**config.mk**
```make
export PLATFORM = sky130hd
export DESIGN_NAME = hex_display_scanner
export DESIGN_NICKNAME = d
export VERILOG_FILES = /design/src/rtl/hex_display_scanner.sv
export SDC_FILE = /design/constraint.sdc
export NUM_CORES = 1
export LEC_CHECK = 0
export CAP_MARGIN = 20
export CORE_ASPECT_RATIO = 0.5
export CORE_UTILIZATION = 30
export DETAILED_ROUTE_END_ITERATION = 10
export SKIP_CTS_REPAIR_TIMING = 1
export SLEW_MARGIN = 40
export SYNTH_ARGS = -nofsm -noshare
export SYNTH_HDL_FRONTEND = slang
export SYNTH_SLANG_ARGS = --single-unit
```
**constraint.sdc**
```tcl
create_clock -name clk -period 3.3 [get_ports clk]
set_clock_uncertainty 0.05 [all_clocks]
set_input_delay 0.99 -clock clk [delete_from_list [all_inputs] [get_ports clk]]
set_output_delay 0.99 -clock clk [all_outputs]
set_load 0.05 [all_outputs]
```
**src/rtl/hex_display_scanner.sv**
```systemverilog
// Time-multiplexed driver for an N-digit 7-segment display bank.
// A snapshot of the hex word is scanned one digit per refresh period,
// with leading-zero blanking, per-digit decimal points, a global enable
// and selectable segment/anode polarity. All pins are registered.
module hex_display_scanner #(
  parameter int NUM_DIGITS     = 4,
  parameter int REFRESH_DIV    = 50000,
  parameter bit SEG_ACTIVE_LOW = 1'b1,
  parameter bit AN_ACTIVE_LOW  = 1'b1,
  localparam int IDX_W         = (NUM_DIGITS > 1) ? $clog2(NUM_DIGITS) : 1
) (
  input  logic                    clk,
  input  logic                    rst_n,
  input  logic [4*NUM_DIGITS-1:0] inp_value,
  input  logic                    inp_load,
  input  logic [NUM_DIGITS-1:0]   inp_dp,
  input  logic                    inp_blank_lz,
  input  logic                    inp_enable,
  output logic [6:0]              out_seg,
  output logic                    out_dp,
  output logic [NUM_DIGITS-1:0]   out_anode,
  output logic [IDX_W-1:0]        out_digit_idx
);

  localparam int CNT_W = $clog2(REFRESH_DIV);
  localparam logic [CNT_W-1:0]      CNT_MAX = CNT_W'(REFRESH_DIV - 1);
  localparam logic [IDX_W-1:0]      IDX_MAX = IDX_W'(NUM_DIGITS - 1);
  // Inactive levels; XOR with these converts an active-high pattern to pin polarity
  localparam logic [6:0]            SEG_OFF = {7{SEG_ACTIVE_LOW}};
  localparam logic                  DP_OFF  = SEG_ACTIVE_LOW;
  localparam logic [NUM_DIGITS-1:0] AN_OFF  = {NUM_DIGITS{AN_ACTIVE_LOW}};

  // Standard hex-to-segment encoding, active-low form, bits g..a
  function automatic logic [6:0] hex_to_seg(input logic [3:0] nib);
    case (nib)
      4'h0: return 7'h40;
      4'h1: return 7'h79;
      4'h2: return 7'h24;
      4'h3: return 7'h30;
      4'h4: return 7'h19;
      4'h5: return 7'h12;
      4'h6: return 7'h02;
      4'h7: return 7'h78;
      4'h8: return 7'h00;
      4'h9: return 7'h10;
      4'hA: return 7'h08;
      4'hB: return 7'h03;
      4'hC: return 7'h27;
      4'hD: return 7'h21;
      4'hE: return 7'h06;
      default: return 7'h0E;
    endcase
  endfunction

  logic [4*NUM_DIGITS-1:0] snap_q, snap_d;
  logic [NUM_DIGITS-1:0]   dps_q, dps_d;
  logic [CNT_W-1:0]        cnt_q, cnt_d;
  logic [IDX_W-1:0]        idx_q, idx_d;
  logic                    tick;

  logic [6:0]              seg_q, seg_d;
  logic                    dp_q, dp_d;
  logic [NUM_DIGITS-1:0]   an_q, an_d;
  logic [IDX_W-1:0]        oidx_q, oidx_d;

  logic [3:0]              nib;
  logic                    dp_req;
  logic                    upper_zero;
  logic                    blank;

  // Snapshot capture, refresh divider and digit index advance
  always_comb begin
    snap_d = inp_load ? inp_value : snap_q;
    dps_d  = inp_load ? inp_dp : dps_q;
    tick   = inp_enable && (cnt_q == CNT_MAX);
    cnt_d  = cnt_q;
    idx_d  = idx_q;
    if (inp_enable) begin
      if (tick) begin
        cnt_d = '0;
        idx_d = (idx_q == IDX_MAX) ? '0 : idx_q + 1'b1;
      end else begin
        cnt_d = cnt_q + 1'b1;
      end
    end
  end

  // Select the active digit and decide blanking; scanning from the top
  // accumulates "this digit and all above are zero"
  always_comb begin
    nib        = 4'h0;
    dp_req     = 1'b0;
    upper_zero = 1'b1;
    blank      = 1'b0;
    for (int i = NUM_DIGITS - 1; i >= 0; i--) begin
      upper_zero = upper_zero & (snap_q[4*i +: 4] == 4'h0);
      if (IDX_W'(i) == idx_q) begin
        nib    = snap_q[4*i +: 4];
        dp_req = dps_q[i];
        blank  = inp_blank_lz && (i != 0) && upper_zero;
      end
    end
  end

  // Next pin values; a disabled display goes fully dark but keeps its index
  always_comb begin
    seg_d  = SEG_OFF;
    dp_d   = DP_OFF;
    an_d   = AN_OFF;
    oidx_d = idx_q;
    if (inp_enable) begin
      seg_d = blank ? SEG_OFF : (hex_to_seg(nib) ^ {7{~SEG_ACTIVE_LOW}});
      dp_d  = dp_req ? ~DP_OFF : DP_OFF;
      an_d  = (NUM_DIGITS'(1) << idx_q) ^ AN_OFF;
    end
  end

  // State and output registers with synchronous active-low reset
  always_ff @(posedge clk) begin
    if (!rst_n) begin
      snap_q <= '0;
      dps_q  <= '0;
      cnt_q  <= '0;
      idx_q  <= '0;
      seg_q  <= SEG_OFF;
      dp_q   <= DP_OFF;
      an_q   <= AN_OFF;
      oidx_q <= '0;
    end else begin
      snap_q <= snap_d;
      dps_q  <= dps_d;
      cnt_q  <= cnt_d;
      idx_q  <= idx_d;
      seg_q  <= seg_d;
      dp_q   <= dp_d;
      an_q   <= an_d;
      oidx_q <= oidx_d;
    end
  end

  assign out_seg       = seg_q;
  assign out_dp        = dp_q;
  assign out_anode     = an_q;
  assign out_digit_idx = oidx_q;

endmodule
```
==> results.txt <==
- The die is 130 um wide.
* Number of nets produced by synthesis: 302
- The final number of hold-violating endpoints came to 0.
* Final net count: 337
- Final Cycle Share: 85.0%
- Switching portion of total power: 22.0%
- TritonCTS created 5 clock buffers.
- Cells taking the most area after synthesis: dfxtp_1, mux2i_1, ha_1
* Length of the first detailed-routing pass in iterations: 4
- The floorplan step defined a die boundary enclosing 8610 sq um.
* Antenna Cells: 0
* Leakage power: 0.00119 uW
- IO buf count: 38
- Summing the areas of all xor and xnor instances in the mapped netlist gives 4.97% of the synthesized area.
- Max-cap violations in this run came to 0.
* Number of global-route vias before repair: 1834
- The clock drives 52 sinks.
- Syn Area/Cell: 9.31 sq um
- Complex-gate fraction of the synthesized area: 7.20%
* Post-synthesis share of cell area spent on full adders, half adders and majority gates: 6.09%
- Summed over its instances, the top area cell type makes up 42.2% of the synthesized netlist area.
* Unrepaired setup endpoints after global routing: no
* Slew at the pin with the worst max-slew slack: 0.598 ns
- The min-delay analysis places its worst path in the category reg2reg.
- Post-detailed-placement cell area: 2940 sq um
- Global-route usage over all layers: 12.7%
* Starting utilization of the core area: 32.3%
- The first global-routing pass estimated 8500 um of wire.
- Of the cells placed in the final design, the portion with a size suffix greater than 1 is 5.65%.
- For this design the ratio of total power to cell area is 447 nW/um^2.
* Final design area excluding fillers: 3110 sq um
- The later pin in the worst-skew pair is clocked with a latency of 0.28 ns.
- Setup violations remaining at the end of the flow were counted as 0.
- STA classifies the critical path startpoint as a flop.
- In this run, synthesis inferred 0 flip-flops with an integrated enable.
- In the routed design, unresolved DRC markers number 0.
- Share of synthesized area occupied by flip-flops and latches: 42.2%
* Combinational share of power: 10.9%
- Clock tree synthesis selected as its root buffer the cell clkbuf_16.
- Across the VDD grid, the largest voltage drop is 0.000298 V.
* TNS Setup: 0 ns
- Area fraction in and, or, nand and nor cells after synthesis: 24.6%
- Number of antenna violations at the first check in global routing: 0
- I/O pin cnt: 39
* Number of cells produced by synthesis: 265
- Detailed-route wire length per cell: 11.9 um
- The run finished with clean final reports.
* Pins Over Slew Limit: 0
* Worst Path Max Fanout: 12
* Shortest clock period the worst path allows after layout: 2.80 ns
- Headroom to the max-slew limit came out at 60.1%.
* Achievable clock frequency: 357 MHz
- Via total after detailed routing: 1873
- During synthesis, Yosys emitted a total of 0 warnings.
- Summed over all layers, the routed wires come to 4850 um.
- Sequential Area: 1040 sq um
- The share of total power dissipated in sequential elements is 47.9%.
* Remaining number of nets flagged by the antenna check after routing: 0
* H-tree levels: 2
- TritonCTS built the clock tree.
- After synthesis, the netlist uses 44 different library cells.
- For this run, the leading register cell type out of synthesis is dfxtp_1.
- Library cell occupying the most area in the post-synthesis netlist: dfxtp_1
- The HPWL after detailed placement is 3580 um.
- Share of total power in the clock network: 41.2%
- DRC violation total after the first TritonRoute iteration: 81
- Using the TritonRoute via totals, the vias-per-cell ratio works out to 4.58.
- Clock transition at the register clock pins on the worst setup and hold paths after CTS: 0.06 ns
* Layout area overhead: 25.9%
- Psw: 305 uW
- Die Y-Extent: 66.1 um
- Endpoint class of the critical path: flop
* Total global routing overflow: 0
- After synthesis, the share of flip-flops with an asynchronous set or reset is 0%.
- By area, the combinational part of the netlist is dominated by simple AND/OR/NAND/NOR gates.
- Total of flip-flops plus latches after synthesis: 52
- Count of standard-cell rows: 22
* Worst endpoint data arrival time: 2.91 ns
- Maximum number of pins on one net before global-route repair: 29
* # fillers: 769
- The clock passes through at most 2 buffers.
- The critical path is of the reg2reg type.
* Global placer's final weighted congestion: 0.776
* Critical path data required time: 3.40 ns
* Netlist Area Pre-Place: 2470 sq um
- Cell-internal power: 1080 uW
* Area taken by multi-input logic gates: 1330 sq um
- Total core area: 7620 sq um
* Post-synthesis mux area share: 11.0%
==> cell usage after synthesis (3+ instances only) <==
cell type / number
a21oi_1: 10
and2_1: 3
and4_1: 3
buf_2: 6
clkbuf_1: 6
dfxtp_1: 52
ha_1: 12
inv_1: 9
mux2i_1: 26
nand2_1: 20
nand3_1: 9
nand3b_1: 4
nand4_1: 4
nor2_1: 24
nor2b_1: 23
o21ai_0: 4
or3_1: 4
xnor2_1: 6
xor2_1: 8
==> state kept, by name (all words and copies together) (netlist names) <==
name	count
cnt_q	16
dps_q	4
idx_q	2
out_anode	4
out_digit_idx	2
out_dp	1
out_seg	7
snap_q	16
==> path summary, 6_finish.rpt <==
check	start	end	slack (ns)	depth (start not counted)
max reg2reg	idx_q[0]	out_seg[0]	0.50	11
max	idx_q[0]	out_seg[0]	0.50	11
min reg2reg	dps_q[0]	out_dp	0.46	3
min	dps_q[0]	out_dp	0.46	3
==> critical path, cell delays in order, from the launching register on <==
cell and delay [ns]:
dfxtp_1 0.41, inv_1 0.09, ha_1 0.35, nor3_1 0.26, a2111oi_0 0.12, a21oi_1 0.51, inv_1 0.19, ha_1 0.27
inv_1 0.10, o21ai_0 0.10, a21oi_1 0.13, o21ai_0 0.10
==> power groups by stage <==
stage	combinational, uW	sequential [uW]	clock (uW)
after floorplan	73.8	697	0
after global placement	150	678	0
after detailed placement	153	678	0
after CTS	153	664	590
after global routing	166	666	623
final	151	664	572
==> per-stage QoR <==
stage	worst slack, ns	util, %	hold WS [ns]	std cells	total power, uW
after global placement	0.400	38.6	0.440	401	827
after detailed placement	0.302	38.6	0.447	401	831
after floorplan	0.894	-	0.421	265	771
after CTS	0.469	40.7	0.463	409	1410
final	0.495	40.7	0.459	409	1390
after global routing	0.100	40.7	0.483	409	1460
==> cell type report <==
type	instances	share of cell area (%)
multi-input cells	191	42.8
repair buffers	41	13.0
flip-flops and latches	52	33.5
clock inverters	2	1.13
clock buffers	6	4.15
inverters	9	1.09
well taps	108	4.35
==> placed cells by master (no fill, tap or decap), types with 9 or more instances in the layout <==
cell type and instances:
inv_1 9, ha_1 12, clkdlybuf4s50_1 38, nand2_1 20, dfxtp_1 52, nor2b_1 23, a21oi_1 10, mux2i_1 26
nor2_1 24, nand3_1 9
==> per-layer routing <==
layer	track usage (%)	vias up	part of all wire, %
met1	15.4	881	48
met3	3.07	4	3.6
met2	22.1	23	47
met5	0	-	0
met4	4.22	0	1.1
li1	-	965	-
==> cells by family (layout without fill, tap and decap cells) <==
| group | Yosys count | after routing |
|---|---|---|
| compound gates | 27 | 27 |
| xor+xnor | 14 | 14 |
| fa+ha+maj | 12 | 12 |
| buf+inv | 22 | 58 |
| flops | 52 | 52 |
| mux | 27 | 27 |
| simple gates | 111 | 111 |
(Power assumes the default switching activity.)
